<file path="src/rtl/fifo_repl_ctrl_if.sv">
// fifo_repl_ctrl_if: miss-handler request/ack plus counter load/dec strobes for one 8-way FIFO set
interface fifo_repl_ctrl_if;
  logic        req;
  logic [23:0] ctr_in;
  logic [7:0]  valid_in;
  logic        busy;
  logic        ack;
  logic [2:0]  victim;
  logic [7:0]  load;
  logic [7:0]  dec;
  modport master (output req, ctr_in, valid_in, input busy, ack, victim, load, dec);
  modport slave  (input req, ctr_in, valid_in, output busy, ack, victim, load, dec);
endinterface

</file>
<file path="src/rtl/fifo_repl_ctrl.sv">
// fifo_repl_ctrl: FIFO victim selection and counter strobes for an 8-way set; FIFO_REPL_INVALID_FIRST_EN picks the first invalid way
module fifo_repl_ctrl (
  input logic clk,
  input logic reset,
  fifo_repl_ctrl_if.slave bus
);
  typedef enum logic [1:0] {IDLE, SCAN, UPDATE, DONE} state_e;
  state_e     state_q, state_d;
  logic [2:0] snap_q [8];
  logic [7:0] vsnap_q;
  logic [2:0] idx_q, best_q, best_d;
  logic [7:0] load_q, load_d, dec_q, dec_d;
  logic       pick_inv, last;
`ifdef FIFO_REPL_INVALID_FIRST_EN
  assign pick_inv = !vsnap_q[idx_q];
`else
  assign pick_inv = 1'b0 & vsnap_q[idx_q];
`endif
  assign best_d = (pick_inv || snap_q[idx_q] < snap_q[best_q]) ? idx_q : best_q;
  assign last   = pick_inv || idx_q == 3'd7;
  // strobes are registered on the SCAN exit edge so they span the whole UPDATE cycle
  always_comb begin
    load_d = '0;
    dec_d  = '0;
    if (state_q == SCAN && last) begin
      load_d[best_d] = 1'b1;
      for (int w = 0; w < 8; w++) dec_d[w] = snap_q[w] > snap_q[best_d];
    end
  end
  always_comb begin
    state_d = state_q;
    case (state_q)
      IDLE:    state_d = bus.req ? SCAN : IDLE;
      SCAN:    state_d = last ? UPDATE : SCAN;
      UPDATE:  state_d = DONE;
      default: state_d = IDLE;
    endcase
  end
  always_ff @(posedge clk) begin
    if (reset) begin
      state_q <= IDLE;
      idx_q   <= '0;
      best_q  <= '0;
      vsnap_q <= '0;
      load_q  <= '0;
      dec_q   <= '0;
      for (int w = 0; w < 8; w++) snap_q[w] <= '0;
    end else begin
      state_q <= state_d;
      load_q  <= load_d;
      dec_q   <= dec_d;
      if (state_q == IDLE && bus.req) begin
        for (int w = 0; w < 8; w++) snap_q[w] <= bus.ctr_in[3*w +: 3];
        vsnap_q <= bus.valid_in;
        idx_q   <= '0;
        best_q  <= '0;
      end else if (state_q == SCAN) begin
        idx_q  <= idx_q + 3'd1;
        best_q <= best_d;
      end
    end
  end
  always_comb begin
    bus.busy   = state_q != IDLE;
    bus.ack    = state_q == DONE;
    bus.victim = best_q;
    bus.load   = load_q;
    bus.dec    = dec_q;
  end
endmodule

</file>
<file path="src/flat_wrapper.sv">
// flat-port wrapper written by rule: the top's interface ports become plain ports
module fifo_repl_ctrl_flat 
  (clk, reset, bus_req, bus_ctr_in, bus_valid_in, bus_busy, bus_ack, bus_victim, bus_load, bus_dec);
  fifo_repl_ctrl_if bus_i ();
  input logic clk;
  input logic reset;
  input wire logic [$bits(bus_i.req)-1:0] bus_req;
  input wire logic [$bits(bus_i.ctr_in)-1:0] bus_ctr_in;
  input wire logic [$bits(bus_i.valid_in)-1:0] bus_valid_in;
  output wire logic [$bits(bus_i.busy)-1:0] bus_busy;
  output wire logic [$bits(bus_i.ack)-1:0] bus_ack;
  output wire logic [$bits(bus_i.victim)-1:0] bus_victim;
  output wire logic [$bits(bus_i.load)-1:0] bus_load;
  output wire logic [$bits(bus_i.dec)-1:0] bus_dec;
  assign bus_i.req = bus_req;
  assign bus_i.ctr_in = bus_ctr_in;
  assign bus_i.valid_in = bus_valid_in;
  assign bus_busy = bus_i.busy;
  assign bus_ack = bus_i.ack;
  assign bus_victim = bus_i.victim;
  assign bus_load = bus_i.load;
  assign bus_dec = bus_i.dec;
  fifo_repl_ctrl u_core (.clk(clk), .reset(reset), .bus(bus_i));
endmodule
</file>
<file path="config.mk">
export PLATFORM = sky130hd
export DESIGN_NAME = fifo_repl_ctrl_flat
export DESIGN_NICKNAME = d
export VERILOG_FILES = /design/src/rtl/fifo_repl_ctrl_if.sv /design/src/rtl/fifo_repl_ctrl.sv /design/src/flat_wrapper.sv
export SDC_FILE = /design/constraint.sdc
export NUM_CORES = 1
export LEC_CHECK = 0
export CAP_MARGIN = 10
export CORE_UTILIZATION = 58
export CTS_CLUSTER_DIAMETER = 40
export DETAILED_ROUTE_END_ITERATION = 12
export GPL_TIMING_DRIVEN = 1
export PLACE_DENSITY = 0.86
export SLEW_MARGIN = 40
export SYNTH_ARGS = -nofsm -noshare
export SYNTH_HDL_FRONTEND = slang
export SYNTH_SLANG_ARGS = --single-unit
export TNS_END_PERCENT = 30
</file>
<file path="constraint.sdc">
create_clock -name clk -period 12 [get_ports clk]
set_input_delay 1.2 -clock clk [delete_from_list [all_inputs] [get_ports clk]]
set_output_delay 1.2 -clock clk [all_outputs]
set_load 0.05 [all_outputs]
</file>
# --- Word level (Yosys, flattened, before mapping) ---
# Memory sizes are Yosys's and may differ from the RTL's. A register that Yosys moved wholly into a read port is not among the register bits.
# Cells that the tools add are included.
totals:
  ff_bits: 24
  ramBits: 24
  in_bits: 35
  wordCells: 61
  memories: 1
classes:
  addsub: 1
  order_cmp: 11
  n_eq_ne: 4
  n_mux: 23
  bitwise: 9
  n_reduce_logical: 7
memory_table:
  columns: ["name", "depth", "word_bits", "read_ports", "rd_ports_with_merged_regs", "wr", "line", "source"]
  rows:
  - ["u_core.snap_q", 8, 3, 11, 2, 8, "fifo_repl_ctrl.sv:9", "logic [2:0] snap_q [8];"]
ops:
  columns: ["cell", "count"]
  rows:
  - ["$mux W3", 13]
  - ["$gt A3 B3 Y1", 8]
  - ["$or A1 B1 Y1", 8]
  - ["$mux W1", 7]
  - ["$pmux W2 S3", 1]
  - ["$eq A2 B2 Y1 const B", 2]
  - ["$lt A3 B4 Y1 const B", 1]
  - ["$reduce_or A2 Y1", 2]
  - ["$add A3 B1 Y3 const B", 1]
  - ["$demux W1 S3", 1]
  - ["$eq A3 B3 Y1 const B", 1]
  - ["$ge A3 B1 Y1 const B", 1]
  - ["$logic_and A1 B1 Y1", 3]
  - ["$lt A3 B3 Y1", 1]
  - ["$eq A2 B1 Y1 const B", 1]
  - ["$logic_not A2 Y1", 1]
  - ["$mux W2", 1]
  - ["$reduce_bool A2 Y1", 1]
  - ["$not A1 Y1", 1]

# --- Logic depth before layout (Yosys ltp) ---
depth:
  ltp_word: 6
  depth_mapped: 17
  ltp_nobuf: 14

# --- Worst setup path after synthesis ---
# Ideal clock, no wire load.
synth_timing:
  path_type: "reg-to-reg"
  from: "reg with a tool-made name"
  to: "reg u_core.dec_q[2] (netlist: u_core.bus.dec[2])"
  setup_ns: 0.081
  t_arrival_ns: 4.596
  path_slack_ns: 7.323
  path_stages_with_launch: 16
  path_buffers: 3
  synth_period_minus_slack_ns: 4.677
  path_cell_list: "dfxtp_1 clkbuf_1 mux4_2 mux2_2 ha_1 a21oi_1 clkbuf_1 a21oi_1 a21oi_1 clkbuf_1 mux2_2 a221oi_1 ha_1 nand3b_1 mux2i_1 a211oi_2"
synth_lines:
  columns: ["element", "line", "source"]
  rows:
  - ["to (signal assigned)", "fifo_repl_ctrl.sv:46", "dec_q <= '0;"]
  - ["to (signal assigned)", "fifo_repl_ctrl.sv:51", "dec_q <= dec_d;"]
  - ["to (decl)", "fifo_repl_ctrl.sv:12", "logic [7:0] load_q, load_d, dec_q, dec_d;"]

==> results by group <==
Run status
  – Status: finished, final reports clean

Timing
  – Clock Skew: between 0.01 and 0.015 ns
  – Fin Hold WS: between 0.5 and 0.6 ns
  – Hold Violations, Final: 0
  – Fin. max-slew vios: 0
  – Setup violators final: 0
  – Worst slew margin: 0.498
  – Max Fclk: around 220 MHz
  – Min cycle time layout: 4.64 ns
  – RSZ-0062 raised after global routing: false
  – Worst Tran Pin Value: about 0.75 ns
  – Total negative slack: 0 ns
  – Fin crit share: 0.387

Synthesis
  – Syn_area_per_cell: between 10 and 15 sq um
  – Syn_nets: around 380
  – Ys flop type: dfxtp_1
  – Mapped Cells: 323
  – Netlist cell types: 45
  – Async set-reset flop share out of synthesis: 0
  – Register area share after synthesis: 0.385
  – Post-synth EDFFs: 24
  – Post-synthesis cell area: approximately 3400 sq um
  – Yosys reg bits: 54
  – Yosys warnings: 0

Hold path
  – Hold path startpoint: u_core.bus.victim[2]
  – Hold worst-path end: u_core.bus.victim[2]
  – Hold Path Depth: 2
  – Hold/Removal Path Class: register to register

Global route
  – Initial antenna violation count: 0
  – Vias in the first global route: around 2700
  – Global route overflow: 0
  – Largest net degree at the start of global routing: 32
  – First-pass GRT wire length: 13.0 mm
  – Total GRT Usage: 0.274

CTS
  – CTS tree: yes
  – H-tree levels: 2
  – CTS sink count: 54
  – CTS resizes: 0
  – Hold_buf cts: 0
  – CTS clk-pin slew, worst paths: roughly 0.11 ns
  – CTS root buffer: clkbuf_8
  – CTS Buffer Depth: 2
  – Worst skew pair latency: between 0.3 and 0.4 ns
  – Post-CTS setup buffers: 0
  – CTS buffer count: 5

Final layout
  – Area grow syn2layout: 17.5%
  – NumNets Final: 416
  – Fin area: between 4000 and 5000 sq um
  – Non-filler instance count after layout: 434
  – ANT cells: 0
  – Layout cell share with drive strength beyond 1: 0.127

Worst setup path
  – FF-to-FF End: u_core.bus.dec[1]
  – Worst Setup Path Type: register to register
  – Startpoint types: register
  – Arrival @ worst endpoint: between 4 and 5 ns
  – Crit. End Element: register
  – R2R Setup Slk: approximately 7.4 ns
  – CP required: approximately 12 ns
  – Crit Path Max Fanout: 8
  – R2R cell count: 13

Detailed routing
  – Vias/cell: between 6 and 7
  – Drt first-iter violations: 215
  – Via count: around 2700
  – WL/cell: ~18 um
  – Antenna-violating nets left: 0
  – DRC violations left: 0
  – Final wirelength: approximately 7.8 mm
  – Drt pass-1 iters: 4

Place
  – DPL Wire Length: approximately 6 mm
  – Placed inst area: ~3900 sq um
  – Placed Instances: 426
  – GPL Wtd Cong: roughly 0.9
  – PortBufs: between 40 and 50

Die
  – Die X: around 79 um
  – Cell row count: 27
  – Height of the chip: slightly below 80 um
  – Starting density of the core: 0.612
  – Core ar.: 5610 sq um
  – Io pins: 56
  – Die ar.: 6230 sq um

Power
  – Worst vdd ir: a little over 70 uV
  – Leak Pwr: about 0.0015 uW
  – PwrDens: 122 nW/um^2

Job
  – Max cap viols: 0
## Yosys cell counts, types with 2 or more instances
master    count  area share
a41oi_1       8       0.020
nor2b_1       9       0.016
mux2i_4       2       0.013
o22ai_1       2      0.0036
mux4_2       12       0.079
a211oi_1      8       0.018
mux2_2        6       0.020
nand4b_1      2      0.0051
o21ai_0       4      0.0058
a211oi_2      4       0.015
nand2b_1      2      0.0036
dfxtp_1      30        0.18
nor3_1        8       0.012
a21oi_1       7       0.010
nor2_1       20       0.022
mux2i_1      17       0.050
o211ai_1      9       0.020
a22oi_1       4      0.0088
nand3_1      15       0.022
clkbuf_1     17       0.019
a32oi_1       2      0.0051
edfxtp_1     24        0.21
nand2_1       7      0.0077
ha_1         20       0.073
nand3b_1     13       0.028
and2_1       23       0.042
buf_6         3      0.0098
a211o_1       2      0.0051
inv_1        20       0.022
a31oi_1       8       0.015
## cell families after synthesis
| family | Yosys count | share of synthesized area |
|---|---|---|
| compound gates | 66 | 0.156 |
| xor+xnor | 1 | 0.00255 |
| fa+ha+maj | 20 | 0.0729 |
| buf+inv | 41 | 0.0514 |
| flops | 54 | 0.385 |
| mux | 38 | 0.166 |
| simple gates | 103 | 0.166 |
## critical path, cell delays in order (launching register included)
cell	delay [ns]
dfxtp_1	0.56
mux4_2	0.56
mux2_2	0.28
ha_1	0.34
a21oi_1	0.43
a21oi_1	0.13
a21oi_1	0.39
mux2i_1	0.14
mux2_2	0.29
a221oi_2	0.66
ha_1	0.37
nand3b_1	0.09
mux2i_1	0.07
a211oi_1	0.24
## layout make-up
cell class / count / area (sq um)
Clock buffer: 5 / 68.8
Clock inverter: 3 / 23.8
Fill cell: 429 / 1580
Inverter: 20 / 75.1
Multi-Input combinational cell: 228 / 1940
Sequential cell: 54 / 1320
Tap cell: 72 / 90.1
Timing Repair Buffer: 52 / 508
## metrics by stage
| stage | util | total power (uW) | setup WS (ns) |
|---|---|---|---|
| 6_report | 0.719 | 492 | 7.36 |
| 5_1_grt | 0.719 | 518 | 7.05 |
| 4_1_cts | 0.718 | 493 | 7.39 |
| 3_5_place_dp | 0.701 | 387 | 7.41 |
| 3_3_place_gp | 0.698 | 374 | 7.09 |
| 2_1_floorplan | - | 345 | 7.32 |
## routing by layer
layer  vias up  track usage  share of wire
met3        19       0.0460          0.075
met1      1310        0.343           0.41
met5         -            0              0
met2       123        0.477           0.50
met4         0       0.0964          0.024
li1       1293            -              -
## where the power goes
group	switching (uW)	total, uW	internal, uW
combinational	92.0	167	75.3
sequential	16.8	218	201
clock	64.2	107	42.8
## how the worst max path moves through the flow
stage | from | to | depth (start not counted)
global placement | register | u_core.bus.dec[1] | 13
global route | register | u_core.bus.dec[1] | 13
finish | register | u_core.bus.dec[1] | 13
detailed placement | register | u_core.bus.dec[1] | 13
CTS | register | u_core.bus.dec[1] | 13
floorplan | register | u_core.bus.dec[2] | 15
## cell usage in the layout, fill, tap and decap left out, drive strengths merged
| cell | instances |
|---|---|
| a32oi | 3 |
| nand2b | 2 |
| edfxtp | 24 |
| or4 | 1 |
| clkinv | 1 |
| mux4 | 12 |
| mux2i | 19 |
| o211ai | 9 |
| nand3 | 15 |
| a221oi | 1 |
| o21ai | 6 |
| ha | 20 |
| inv | 22 |
| mux2 | 7 |
| clkdlybuf4s50 | 47 |
| xnor2 | 1 |
| nor3 | 8 |
| nor2 | 21 |
| nand4 | 1 |
| dfxtp | 30 |
| nand3b | 13 |
| a211oi | 12 |
| clkbuf | 5 |
| and2 | 23 |
| a2111oi | 1 |
| nor2b | 9 |
| a22oi | 4 |
| a211o | 2 |
| o21a | 1 |
| nand4b | 2 |
| o22ai | 2 |
| a21o | 1 |
| a41oi | 8 |
| a21oi | 8 |
| nand2 | 8 |
| buf | 5 |
| a31oi | 8 |
No activity file was read; power rests on OpenSTA's default activity.
